`config.mk`:
```
export PLATFORM = sky130hd
export DESIGN_NAME = ibex_cheri_mem_exc_tracker_flat
export DESIGN_NICKNAME = d
export VERILOG_FILES = /design/src/rtl/ibex_cheri_mem_exc_tracker_pkg.sv /design/src/rtl/ibex_cheri_mem_exc_tracker_if.sv /design/src/rtl/ibex_cheri_exc_prio_enc.sv /design/src/rtl/ibex_cheri_mem_exc_tracker.sv /design/src/flat_wrapper.sv
export SDC_FILE = /design/constraint.sdc
export NUM_CORES = 1
export LEC_CHECK = 0
export ABC_AREA = 1
export CAP_MARGIN = 20
export CORE_UTILIZATION = 45
export DETAILED_ROUTE_END_ITERATION = 10
export PLACE_DENSITY = 0.78
export SLEW_MARGIN = 20
export SYNTH_ARGS = -nofsm -noshare
export SYNTH_HDL_FRONTEND = slang
export SYNTH_HIERARCHICAL = 1
export SYNTH_SLANG_ARGS = --single-unit
```
`constraint.sdc`:
```
create_clock -name clk_i -period 1.7 [get_ports clk_i]
set_input_delay 0.17 -clock clk_i [delete_from_list [all_inputs] [get_ports clk_i]]
set_output_delay 0.17 -clock clk_i [all_outputs]
set_load 0.02 [all_outputs]
```
`src/rtl/ibex_cheri_mem_exc_tracker_pkg.sv`:
```
// Shared CHERI exception encodings: violation bit indices, prioritised cause codes and the
// priority function used by both the LSU response path and the IF stage.
package ibex_cheri_mem_exc_tracker_pkg;

  localparam int CheriExcWidth = 6;

  localparam int TAG_VIOLATION            = 0;
  localparam int SEAL_VIOLATION           = 1;
  localparam int PERMIT_EXECUTE_VIOLATION = 2;
  localparam int PERMIT_LOAD_VIOLATION    = 3;
  localparam int PERMIT_STORE_VIOLATION   = 4;
  localparam int LENGTH_VIOLATION         = 5;

  typedef logic [CheriExcWidth-1:0] cheri_exc_t;

  typedef enum logic [4:0] {
    CHERI_CAUSE_NONE           = 5'h00,
    CHERI_CAUSE_LENGTH         = 5'h01,
    CHERI_CAUSE_TAG            = 5'h02,
    CHERI_CAUSE_SEAL           = 5'h03,
    CHERI_CAUSE_PERMIT_EXECUTE = 5'h11,
    CHERI_CAUSE_PERMIT_LOAD    = 5'h12,
    CHERI_CAUSE_PERMIT_STORE   = 5'h13
  } cheri_cause_e;

  // Per-request payload held while the request is in flight.
  typedef struct packed {
    logic       upper;
    cheri_exc_t exc_vec;
  } exc_entry_t;

  function automatic cheri_cause_e cheri_exc_prio(cheri_exc_t vec);
    if      (vec[TAG_VIOLATION])            return CHERI_CAUSE_TAG;
    else if (vec[SEAL_VIOLATION])           return CHERI_CAUSE_SEAL;
    else if (vec[PERMIT_EXECUTE_VIOLATION]) return CHERI_CAUSE_PERMIT_EXECUTE;
    else if (vec[PERMIT_LOAD_VIOLATION])    return CHERI_CAUSE_PERMIT_LOAD;
    else if (vec[PERMIT_STORE_VIOLATION])   return CHERI_CAUSE_PERMIT_STORE;
    else if (vec[LENGTH_VIOLATION])         return CHERI_CAUSE_LENGTH;
    else                                    return CHERI_CAUSE_NONE;
  endfunction

endpackage

```
`src/rtl/ibex_cheri_mem_exc_tracker_if.sv`:
```
// Request/response bundle between the LSU (or IF stage) and the CHERI exception tracker.
interface ibex_cheri_mem_exc_tracker_if;
  import ibex_cheri_mem_exc_tracker_pkg::*;

  logic         data_req_i;
  logic         data_gnt_i;
  logic         data_rvalid_i;
  cheri_exc_t   exc_vec_i;
  logic         instr_upper_exc_i;
  logic         flush_i;

  logic         req_allowed_o;
  logic         rsp_exc_valid_o;
  cheri_exc_t   rsp_exc_vec_o;
  cheri_cause_e rsp_cause_o;
  logic         rsp_upper_exc_o;
  logic         rsp_discard_o;

  modport master (
    output data_req_i, data_gnt_i, data_rvalid_i, exc_vec_i, instr_upper_exc_i, flush_i,
    input  req_allowed_o, rsp_exc_valid_o, rsp_exc_vec_o, rsp_cause_o, rsp_upper_exc_o,
           rsp_discard_o
  );

  modport slave (
    input  data_req_i, data_gnt_i, data_rvalid_i, exc_vec_i, instr_upper_exc_i, flush_i,
    output req_allowed_o, rsp_exc_valid_o, rsp_exc_vec_o, rsp_cause_o, rsp_upper_exc_o,
           rsp_discard_o
  );
endinterface

```
`src/rtl/ibex_cheri_exc_prio_enc.sv`:
```
// Combinational CHERI cause encoder; the instruction upper-half bit folds into LENGTH.
module ibex_cheri_exc_prio_enc
  import ibex_cheri_mem_exc_tracker_pkg::*;
(
  input  cheri_exc_t   exc_vec_i,
  input  logic         upper_exc_i,
  output cheri_cause_e cause_o
);

  cheri_exc_t merged_vec;

  // NOTE: every signal written in always_comb gets a default first, so no path can infer a latch.
  always_comb begin
    merged_vec                   = exc_vec_i;
    merged_vec[LENGTH_VIOLATION] = exc_vec_i[LENGTH_VIOLATION] | upper_exc_i;
    cause_o                      = cheri_exc_prio(merged_vec);
  end

endmodule

```
`src/rtl/ibex_cheri_mem_exc_tracker.sv`:
```
// Queues CHERI exception vectors at grant and reports a prioritised cause on the matching rvalid.
// Optional feature: define IBEX_CHERI_EXC_STATS_EN to add the exc_count_o event counter.
module ibex_cheri_mem_exc_tracker
  import ibex_cheri_mem_exc_tracker_pkg::*;
#(
  parameter int unsigned MaxOutstanding = 2,
  parameter bit          DataMem        = 1'b1
) (
  input  logic                                  clk_i,
  input  logic                                  rst_ni,
  ibex_cheri_mem_exc_tracker_if.slave           bus,
  output logic [$clog2(MaxOutstanding+1)-1:0]   outstanding_o,
`ifdef IBEX_CHERI_EXC_STATS_EN
  output logic [31:0]                           exc_count_o,
`endif
  output logic                                  proto_err_o
);

  localparam int CntW = $clog2(MaxOutstanding + 1);
  localparam int PtrW = (MaxOutstanding > 1) ? $clog2(MaxOutstanding) : 1;

  logic [CntW-1:0]           count_q;
  logic [PtrW-1:0]           rd_ptr_q, wr_ptr_q;
  logic [MaxOutstanding-1:0] discard_q;
  exc_entry_t                mem_q [MaxOutstanding];
  logic                      proto_err_q;

  logic       push_req, empty, full, do_push, do_pop, overflow, underflow;
  logic       head_discard, show_head;
  exc_entry_t push_entry, head;

  // Explicit wrap compare keeps non-power-of-two depths correct.
  function automatic logic [PtrW-1:0] ptr_inc(logic [PtrW-1:0] ptr);
    return (ptr == PtrW'(MaxOutstanding - 1)) ? '0 : ptr + 1'b1;
  endfunction

  assign push_req  = bus.data_req_i & bus.data_gnt_i;
  assign empty     = (count_q == '0);
  assign full      = (count_q == CntW'(MaxOutstanding));
  assign do_pop    = bus.data_rvalid_i & ~empty;
  assign do_push   = push_req & (~full | do_pop);
  assign overflow  = push_req & full & ~bus.data_rvalid_i;
  assign underflow = bus.data_rvalid_i & empty;

  assign push_entry.exc_vec = bus.exc_vec_i;
  assign push_entry.upper   = DataMem ? 1'b0 : bus.instr_upper_exc_i;

  // NOTE: sequential state uses non-blocking assignments so every flop samples pre-edge values.
  always_ff @(posedge clk_i or negedge rst_ni) begin
    if (!rst_ni) begin
      count_q     <= '0;
      rd_ptr_q    <= '0;
      wr_ptr_q    <= '0;
      discard_q   <= '0;
      proto_err_q <= 1'b0;
    end else begin
      // Marking idle slots too is harmless: a push always rewrites its slot's discard bit.
      if (bus.flush_i) discard_q <= '1;
      if (do_push) begin
        discard_q[wr_ptr_q] <= 1'b0;
        wr_ptr_q            <= ptr_inc(wr_ptr_q);
      end
      if (do_pop) rd_ptr_q <= ptr_inc(rd_ptr_q);
      case ({do_push, do_pop})
        2'b10:   count_q <= count_q + 1'b1;
        2'b01:   count_q <= count_q - 1'b1;
        default: count_q <= count_q;
      endcase
      proto_err_q <= proto_err_q | overflow | underflow;
    end
  end

  // NOTE: payload storage is left unreset; it is only observed behind a live, non-discarded head.
  always_ff @(posedge clk_i) begin
    if (do_push) mem_q[wr_ptr_q] <= push_entry;
  end

  assign head         = mem_q[rd_ptr_q];
  assign head_discard = discard_q[rd_ptr_q] | bus.flush_i;
  assign show_head    = do_pop & ~head_discard;

  assign bus.req_allowed_o   = ~full | bus.data_rvalid_i;
  assign bus.rsp_discard_o   = do_pop & head_discard;
  assign bus.rsp_exc_vec_o   = show_head ? head.exc_vec : '0;
  assign bus.rsp_upper_exc_o = show_head & head.upper;
  assign bus.rsp_exc_valid_o = show_head & ((|head.exc_vec) | head.upper);

  ibex_cheri_exc_prio_enc u_prio_enc (
    .exc_vec_i   (bus.rsp_exc_vec_o),
    .upper_exc_i (bus.rsp_upper_exc_o),
    .cause_o     (bus.rsp_cause_o)
  );

  assign outstanding_o = count_q;
  assign proto_err_o   = proto_err_q;

`ifdef IBEX_CHERI_EXC_STATS_EN
  logic [31:0] exc_count_q;

  always_ff @(posedge clk_i or negedge rst_ni) begin
    if (!rst_ni) begin
      exc_count_q <= '0;
    end else if (bus.rsp_exc_valid_o && (exc_count_q != '1)) begin
      exc_count_q <= exc_count_q + 32'd1;
    end
  end

  assign exc_count_o = exc_count_q;
`endif

endmodule

```
`src/flat_wrapper.sv`:
```
// flat-port wrapper written by rule: the top's interface ports become plain ports
module ibex_cheri_mem_exc_tracker_flat import ibex_cheri_mem_exc_tracker_pkg::*;
#(
  parameter int unsigned MaxOutstanding = 2,
  parameter bit          DataMem        = 1'b1
)
  (clk_i, rst_ni, outstanding_o, proto_err_o, bus_data_req_i, bus_data_gnt_i, bus_data_rvalid_i, bus_exc_vec_i, bus_instr_upper_exc_i, bus_flush_i, bus_req_allowed_o, bus_rsp_exc_valid_o, bus_rsp_exc_vec_o, bus_rsp_cause_o, bus_rsp_upper_exc_o, bus_rsp_discard_o);
  ibex_cheri_mem_exc_tracker_if bus_i ();
  input  logic clk_i;
  input  logic rst_ni;
  output logic [$clog2(MaxOutstanding+1)-1:0] outstanding_o;
  output logic proto_err_o;
  input wire logic [$bits(bus_i.data_req_i)-1:0] bus_data_req_i;
  input wire logic [$bits(bus_i.data_gnt_i)-1:0] bus_data_gnt_i;
  input wire logic [$bits(bus_i.data_rvalid_i)-1:0] bus_data_rvalid_i;
  input wire logic [$bits(bus_i.exc_vec_i)-1:0] bus_exc_vec_i;
  input wire logic [$bits(bus_i.instr_upper_exc_i)-1:0] bus_instr_upper_exc_i;
  input wire logic [$bits(bus_i.flush_i)-1:0] bus_flush_i;
  output wire logic [$bits(bus_i.req_allowed_o)-1:0] bus_req_allowed_o;
  output wire logic [$bits(bus_i.rsp_exc_valid_o)-1:0] bus_rsp_exc_valid_o;
  output wire logic [$bits(bus_i.rsp_exc_vec_o)-1:0] bus_rsp_exc_vec_o;
  output wire logic [$bits(bus_i.rsp_cause_o)-1:0] bus_rsp_cause_o;
  output wire logic [$bits(bus_i.rsp_upper_exc_o)-1:0] bus_rsp_upper_exc_o;
  output wire logic [$bits(bus_i.rsp_discard_o)-1:0] bus_rsp_discard_o;
  assign bus_i.data_req_i = bus_data_req_i;
  assign bus_i.data_gnt_i = bus_data_gnt_i;
  assign bus_i.data_rvalid_i = bus_data_rvalid_i;
  assign bus_i.exc_vec_i = bus_exc_vec_i;
  assign bus_i.instr_upper_exc_i = bus_instr_upper_exc_i;
  assign bus_i.flush_i = bus_flush_i;
  assign bus_req_allowed_o = bus_i.req_allowed_o;
  assign bus_rsp_exc_valid_o = bus_i.rsp_exc_valid_o;
  assign bus_rsp_exc_vec_o = bus_i.rsp_exc_vec_o;
  assign bus_rsp_cause_o = bus_i.rsp_cause_o;
  assign bus_rsp_upper_exc_o = bus_i.rsp_upper_exc_o;
  assign bus_rsp_discard_o = bus_i.rsp_discard_o;
  ibex_cheri_mem_exc_tracker #(.MaxOutstanding(MaxOutstanding), .DataMem(DataMem)) u_core (.clk_i(clk_i), .rst_ni(rst_ni), .bus(bus_i), .outstanding_o(outstanding_o), .proto_err_o(proto_err_o));
endmodule
```
After elaboration in Yosys (flattened, before gate mapping). Memory sizes are Yosys's and may differ from the RTL's. Cells that the tools add are included.

Bitwise gates (word level): 23. Magnitude comparators: 3. Eq/ne operators: 3. Reduce and logical (&&, ||, !) cells: 4. Mux-type cells: 18. $add $sub $neg: 4.

Operators by type and width (number): $mux 5 (5); $and 1x1->1 (9); $mux 1 (8); $mux 6 (1); $or 1x1->1 (6); $reduce_or 6->1 (1); $eq 2x2->1 const B (2); $lt 1x2->1 const B (2); $mux 2 (2); $not 1->1 (4); $pmux 2 s2 (1); $add 1x1->1 const B (2); $add 2x1->2 const B (1); $and 2x2->2 (1); $eq 2x1->1 const B (1); $logic_not 2->1 (1); $not 2->2 (1); $reduce_bool 2->1 (1); $sub 2x1->2 const B (1); $and 1x1->1 const B (1); $demux 1 s1 (1); $ge 1x1->1 const B (1); $logic_and 1x1->1 (1); $or 1x1->1 const B (1).

Bits of input ports: 13. Memories: 1. Bits in registers: 7. Word-level logic and storage cells: 61. RAM bits: 12. Output and inout bits: 18.

Memories: u_core.mem_q (depth 2, bits a word 6, rd ports 1, clocked after memory_dff 0, wr ports 1, RTL line ibex_cheri_mem_exc_tracker.sv:25) `exc_entry_t mem_q [MaxOutstanding];`.

Longest topological paths before layout.
Word-level depth: 13. Gate-level depth with buffers: 10. Mapped depth without buffers: 9.

Hierarchy. Netlist, hierarchy kept.

By module, submodules not included: ibex_cheri_mem_exc_tracker (cells an instance 91, seq. area each 535.5 µm², instances 1, area each 889.6 µm²); ibex_cheri_exc_prio_enc (cells an instance 15, seq. area each 0.0 µm², instances 1, area each 72.6 µm²).

Worst setup path after synthesis. No wires, ideal clock.

Path kind: register -> output. Start: register u_core.count_q[0], in the netlist u_core/outstanding_o[0]. End: output port bus_rsp_cause_o[4]. Arrival: 1900 ps. Setup slack: -370 ps. Path buffers: 0. Required time: 1530 ps. Cell stages (with the launch flop): 7. Cell sequence: dfrtp_1 -> inv_2 -> nand2_2 -> nand3_2 -> a21oi_1 -> nor3_1 -> nor3_1.

Word-level cells in the longest chain between the ends: 10.

RTL lines: start, declared (RTL line ibex_cheri_mem_exc_tracker.sv:22) `logic [CntW-1:0] count_q;`; start signal, assigned (RTL line ibex_cheri_mem_exc_tracker.sv:65) `2'b10: count_q <= count_q + 1'b1;`; start signal, assigned (RTL line ibex_cheri_mem_exc_tracker.sv:66) `2'b01: count_q <= count_q - 1'b1;`; start signal, assigned (RTL line ibex_cheri_mem_exc_tracker.sv:67) `default: count_q <= count_q;`; $logic_not 2->1 (RTL line ibex_cheri_mem_exc_tracker.sv:38) `assign empty = (count_q == '0);`; $not 1->1 (RTL line ibex_cheri_mem_exc_tracker.sv:40) `assign do_pop = bus.data_rvalid_i & ~empty;`; $and 1x1->1 (RTL line ibex_cheri_mem_exc_tracker.sv:40); $and 1x1->1 (RTL line ibex_cheri_mem_exc_tracker.sv:80) `assign show_head = do_pop & ~head_discard;`; $mux 6 (RTL line ibex_cheri_mem_exc_tracker.sv:84) `assign bus.rsp_exc_vec_o = show_head ? head.exc_vec : '0;`; via bus_rsp_exc_vec_o[4] (RTL line flat_wrapper.sv:21) `output wire logic [$bits(bus_i.rsp_exc_vec_o)-1:0] bus_rsp_exc_vec_o;`; $mux 5 (RTL line ibex_cheri_mem_exc_tracker_pkg.sv:37) `else if (vec[PERMIT_STORE_VIOLATION]) return CHERI_CAUSE_PERMIT_STORE;`; $mux 5 (RTL line ibex_cheri_mem_exc_tracker_pkg.sv:36) `else if (vec[PERMIT_LOAD_VIOLATION]) return CHERI_CAUSE_PERMIT_LOAD;`; $mux 5 (RTL line ibex_cheri_mem_exc_tracker_pkg.sv:35) `else if (vec[PERMIT_EXECUTE_VIOLATION]) return CHERI_CAUSE_PERMIT_EXECUTE;`; $mux 5 (RTL line ibex_cheri_mem_exc_tracker_pkg.sv:34) `else if (vec[SEAL_VIOLATION]) return CHERI_CAUSE_SEAL;`; $mux 5 (RTL line ibex_cheri_mem_exc_tracker_pkg.sv:33) `if (vec[TAG_VIOLATION]) return CHERI_CAUSE_TAG;`; end, declared (RTL line flat_wrapper.sv:22) `output wire logic [$bits(bus_i.rsp_cause_o)-1:0] bus_rsp_cause_o;`.

The timed path passes the listed nets, and every way through them passes these cells.

Final worst setup path.
Start: register u_core.discard_q[1]. End: output port bus_rsp_cause_o[0].

Word-level cells in the longest chain between the ends: 13. Elaborated cells on any way between the ends: 14. Those cells by class: mux: 9; bitwise: 5.

RTL lines: start, declared (RTL line ibex_cheri_mem_exc_tracker.sv:24) `logic [MaxOutstanding-1:0] discard_q;`; start signal, assigned (RTL line ibex_cheri_mem_exc_tracker.sv:54) `discard_q <= '0;`; start signal, assigned (RTL line ibex_cheri_mem_exc_tracker.sv:58) `if (bus.flush_i) discard_q <= '1;`; start signal, assigned by index (RTL line ibex_cheri_mem_exc_tracker.sv:60) `discard_q[wr_ptr_q] <= 1'b0;`; $mux 1 (not written as such) (*) (2 in series) (RTL line ibex_cheri_mem_exc_tracker.sv:79) `assign head_discard = discard_q[rd_ptr_q] | bus.flush_i;`; $or 1x1->1 (*) (RTL line ibex_cheri_mem_exc_tracker.sv:79); $not 1->1 (*) (RTL line ibex_cheri_mem_exc_tracker.sv:80); $and 1x1->1 (*) (RTL line ibex_cheri_mem_exc_tracker.sv:80); $mux 6 or $and 1x1->1 (tied branches) (RTL line ibex_cheri_mem_exc_tracker.sv:84, ibex_cheri_mem_exc_tracker.sv:85); $or 1x1->1 (RTL line ibex_cheri_exc_prio_enc.sv:15) `merged_vec[LENGTH_VIOLATION] = exc_vec_i[LENGTH_VIOLATION] | upper_exc_i;`; $mux 1 (RTL line ibex_cheri_mem_exc_tracker_pkg.sv:38) `else if (vec[LENGTH_VIOLATION]) return CHERI_CAUSE_LENGTH;`; $mux 5 (RTL line ibex_cheri_mem_exc_tracker_pkg.sv:37); $mux 5 (RTL line ibex_cheri_mem_exc_tracker_pkg.sv:36); $mux 5 (RTL line ibex_cheri_mem_exc_tracker_pkg.sv:35); $mux 5 (RTL line ibex_cheri_mem_exc_tracker_pkg.sv:34); $mux 5 (*) (RTL line ibex_cheri_mem_exc_tracker_pkg.sv:33).

Mark *: on every way between the ends. The rest lies on a longest branch, timed or not. The select of a mux whose other input is x is not followed.

==> results.md <==
- Num CTS Buffers: 3
- Core area: roughly 0.0020 sq mm
- WL met2: between 1 and 1.5 mm
- DR vias: between 900 and 1,000
- YS warnings: 6
- Crit. End Element: primary output
- Highest routed layer: met4
- First-pass GRT wire length: 3.73 mm
- Top cell type's share of synthesized area: between 30 and 40%
- Final worst slack: -329 ps
- Min Tclk post-route: between 2000 and 2500 ps
- Share of post-route cells with drive strength above 1: about 47%
- Clock H-tree levels: 1
- Worst EP arrival: 1860 ps
- Die area: ~0.0023 sq mm
- CP Launch Type: flop
- Synthesis-to-finish area growth: 70.7%
- Clk buf depth: 2
- Clock root buffer master: clkbuf_4
- Fmax: 493 MHz
- Status: finished with violations
- Grt ovf: 0
- Sequential share of the synthesized area: between 50% and 60%
- Tot Pwr: between 2 and 2.5 mW
- Clk sinks: 19
- Met1 WL: 996 microns
- CP cell instances: nor2_2 > nand2_1 > nand2_2 > nand3_4 > buf_4 > a21oi_4 > nor2_1 > a21oi_2 > buf_6
- Fill cells: around 110
- Min-delay worst type: in2async
- Worst hold slack: ~130 ps
- Die Ht: 48.2 microns
- Static leakage: ~0.74 nW
- Ys flop type: edfxtp_1
- Worst-path clk slew: approximately 110 ps
- Synth Cell Area: 962 sq um
- Final #Nets: roughly 180
- Rows: 16
- CP delay by family, top: simple AND/OR/NAND/NOR gates
- Via density: a little under 5
- Max-slew violation count: 0
- Crit path max fanout: 6
- IO Count: 31
- RSZ-0062 raised after global routing: true
- Ranking of synthesized cells by area: edfxtp_1 37%, dfrtp_1 18%, nand2_1 11%
- Drt first pass iters: 4
- Avg Inst Size Synth: about 9.1 sq um
- Clk_lat worst skew: about 300 ps
- Antenna-violating nets left: 0
- Initial Utilization: between 40% and 50%
- Failing checks: setup timing
- Post-synth top area cell: edfxtp_1
- DR iter-0 viols: 19
- Max Cap Viol: 0
- GPL Wtd Cong: 0.834
- Pwr dens: roughly 1200 mW/mm^2
- EDFF count, synth: 12
- Initial antenna violation count: 0
- Post-synth top cells: 27 x nand2_1, 15 x nor2_1, 12 x edfxtp_1
- DRC violations left: 0
- WS Path Type: reg2out
- Synth unique cells: 22
- Hold_buf cts: 0
- Die width: ~48 microns
- Setup violators final: 10
- #FFs+latches synth: 19
- Syn Inst Count: ~110
- Tot GR Track Use: roughly a quarter
- Ys async rst share: 36.8%
- Wire length per cell: around 13 microns
- Pre-CTS setup slack: -651 ps
- Most frequent cell after synthesis: nand2_1
- Max incr delay on CP: between 400 and 500 ps
- Peak VDD IR: ~0.0011 V
- Final Hold Fails: 0
- CTS tree: done
- Hpwl dp: about 1.7 mm
- CP bufs+invs: 2
- Crit-path slowest cell: dfrtp_1
- Layout Cells excl Fill: between 150 and 200
- Met3 routed WL: 82 microns
- DRT Wirelength: approximately 2.6 mm
- Diodes inserted: 0
- Clock Skew: about 9 ps
- Worst Path Required: between 1500 and 2000 ps
- Period utilization: 119%
- Cell count after placement: 182
- Pin count of the biggest net entering global routing: 12
- Vias in the first global route: between 900 and 1,000
- Port Buffers: 26
-- power breakdown --
part,switching (mW),internal (mW)
combinational,0.635,0.517
clock,0.136,0.0875
sequential,0.0586,0.594
total,0.830,1.20
-- flip-flops by register name (all words and copies together) (netlist names) --
register,flops
u_core/discard_q,2
u_core/mem_q,12
u_core/outstanding_o,2
u_core/proto_err_o,1
u_core/rd_ptr_q,1
u_core/wr_ptr_q,1
-- worst register-to-register path, stage by stage, from the launching register on --
cell	delay, ps
dfrtp_2	420
buf_4	160
nand3_2	80
buf_4	110
nand2_1	70
nor2_1	100
buf_4	170
-- final timing paths --
kind	start	endpoint	slack [ps]	cells after the start
worst max-delay path	u_core/discard_q[1]$_DFF_PN0_	bus_rsp_cause_o[0]	-330	9
worst min-delay path	rst_ni	u_core/rd_ptr_q$_DFFE_PN0P_	130	1
worst max register to register	u_core/outstanding_o[1]$_DFFE_PN0P_	u_core/mem_q[0][4]$_DFFE_PP_	330	6
worst min register to register	u_core/proto_err_o$_DFF_PN0_	u_core/proto_err_o$_DFF_PN0_	510	2
max in group asynchronous	rst_ni	u_core/outstanding_o[0]$_DFFE_PN0P_	1270	1
min in group clk_i	bus_exc_vec_i[5]	u_core/mem_q[1][5]$_DFFE_PP_	450	1
-- layout by cell type (no fill, tap or decap), types with 2 or more instances in the layout --
| master | synthesis | routed |
|---|---|---|
| a21oi_4 | 0 | 6 |
| buf_4 | 3 | 31 |
| buf_6 | 1 | 11 |
| clkbuf_4 | 0 | 3 |
| clkdlybuf4s50_1 | 0 | 14 |
| conb_1 | 2 | 4 |
| dfrtp_1 | 7 | 5 |
| dfrtp_2 | 0 | 2 |
| edfxtp_1 | 12 | 12 |
| inv_1 | 6 | 6 |
| inv_2 | 4 | 4 |
| nand2_1 | 27 | 22 |
| nand2_2 | 4 | 6 |
| nand2_4 | 0 | 3 |
| nand3_2 | 4 | 3 |
| nand4_1 | 2 | 2 |
| nor2_1 | 15 | 13 |
| nor2_2 | 1 | 3 |
| o21ai_1 | 1 | 2 |
| xor2_1 | 2 | 2 |
-- cell type report --
cell class                      instances  area, sq um  share of cell area, %
Inverter                               10         37.5                   2.28
Sequential cell                        19          538                   32.7
Timing Repair Buffer                   59          531                   32.3
Multi-Input combinational cell         75          475                   28.9
Clock inverter                          1         5.00                  0.305
Clock buffer                            3         22.5                   1.37
Tap cell                               27         33.8                   2.06
-- per-stage QoR --
stage               setup TNS [ps]  utilization [%]  area [sq um]
global route                 -3010             82.9          1640
finish                       -2080             82.9          1640
global placement             -4570             75.3          1490
floorplan                        0                -          1040
CTS                          -1280             79.6          1580
detailed placement           -5000             75.3          1490
-- per-layer routing --
layer	global-route usage, %	up-vias
met3	2.59	10
li1	-	467
met4	16.7	0
met2	44.5	32
met1	25.9	437
met5	0	-
-- timing repair --
action / in CTS / in global routing
gates resized for setup: 70 / 6
pin swaps: 3 / 0
setup endpoints to repair: 12 / 11
setup buffers: 4 / 5
gates cloned: 0 / 0
-- kinds of logic (layout without fill, tap and decap cells) --
group | Yosys count | in the layout | synth area share (%)
xor gates and xnor gates | 2 | 2 | 1.82
DFF | 19 | 19 | 55.7
and+or+nand+nor | 56 | 56 | 26.7
AOI/OAI and AO/OA | 13 | 13 | 7.67
buffers and inverters | 14 | 73 | 7.41
other | 2 | 4 | 0.781
Power figures use the tool's default switching activity.
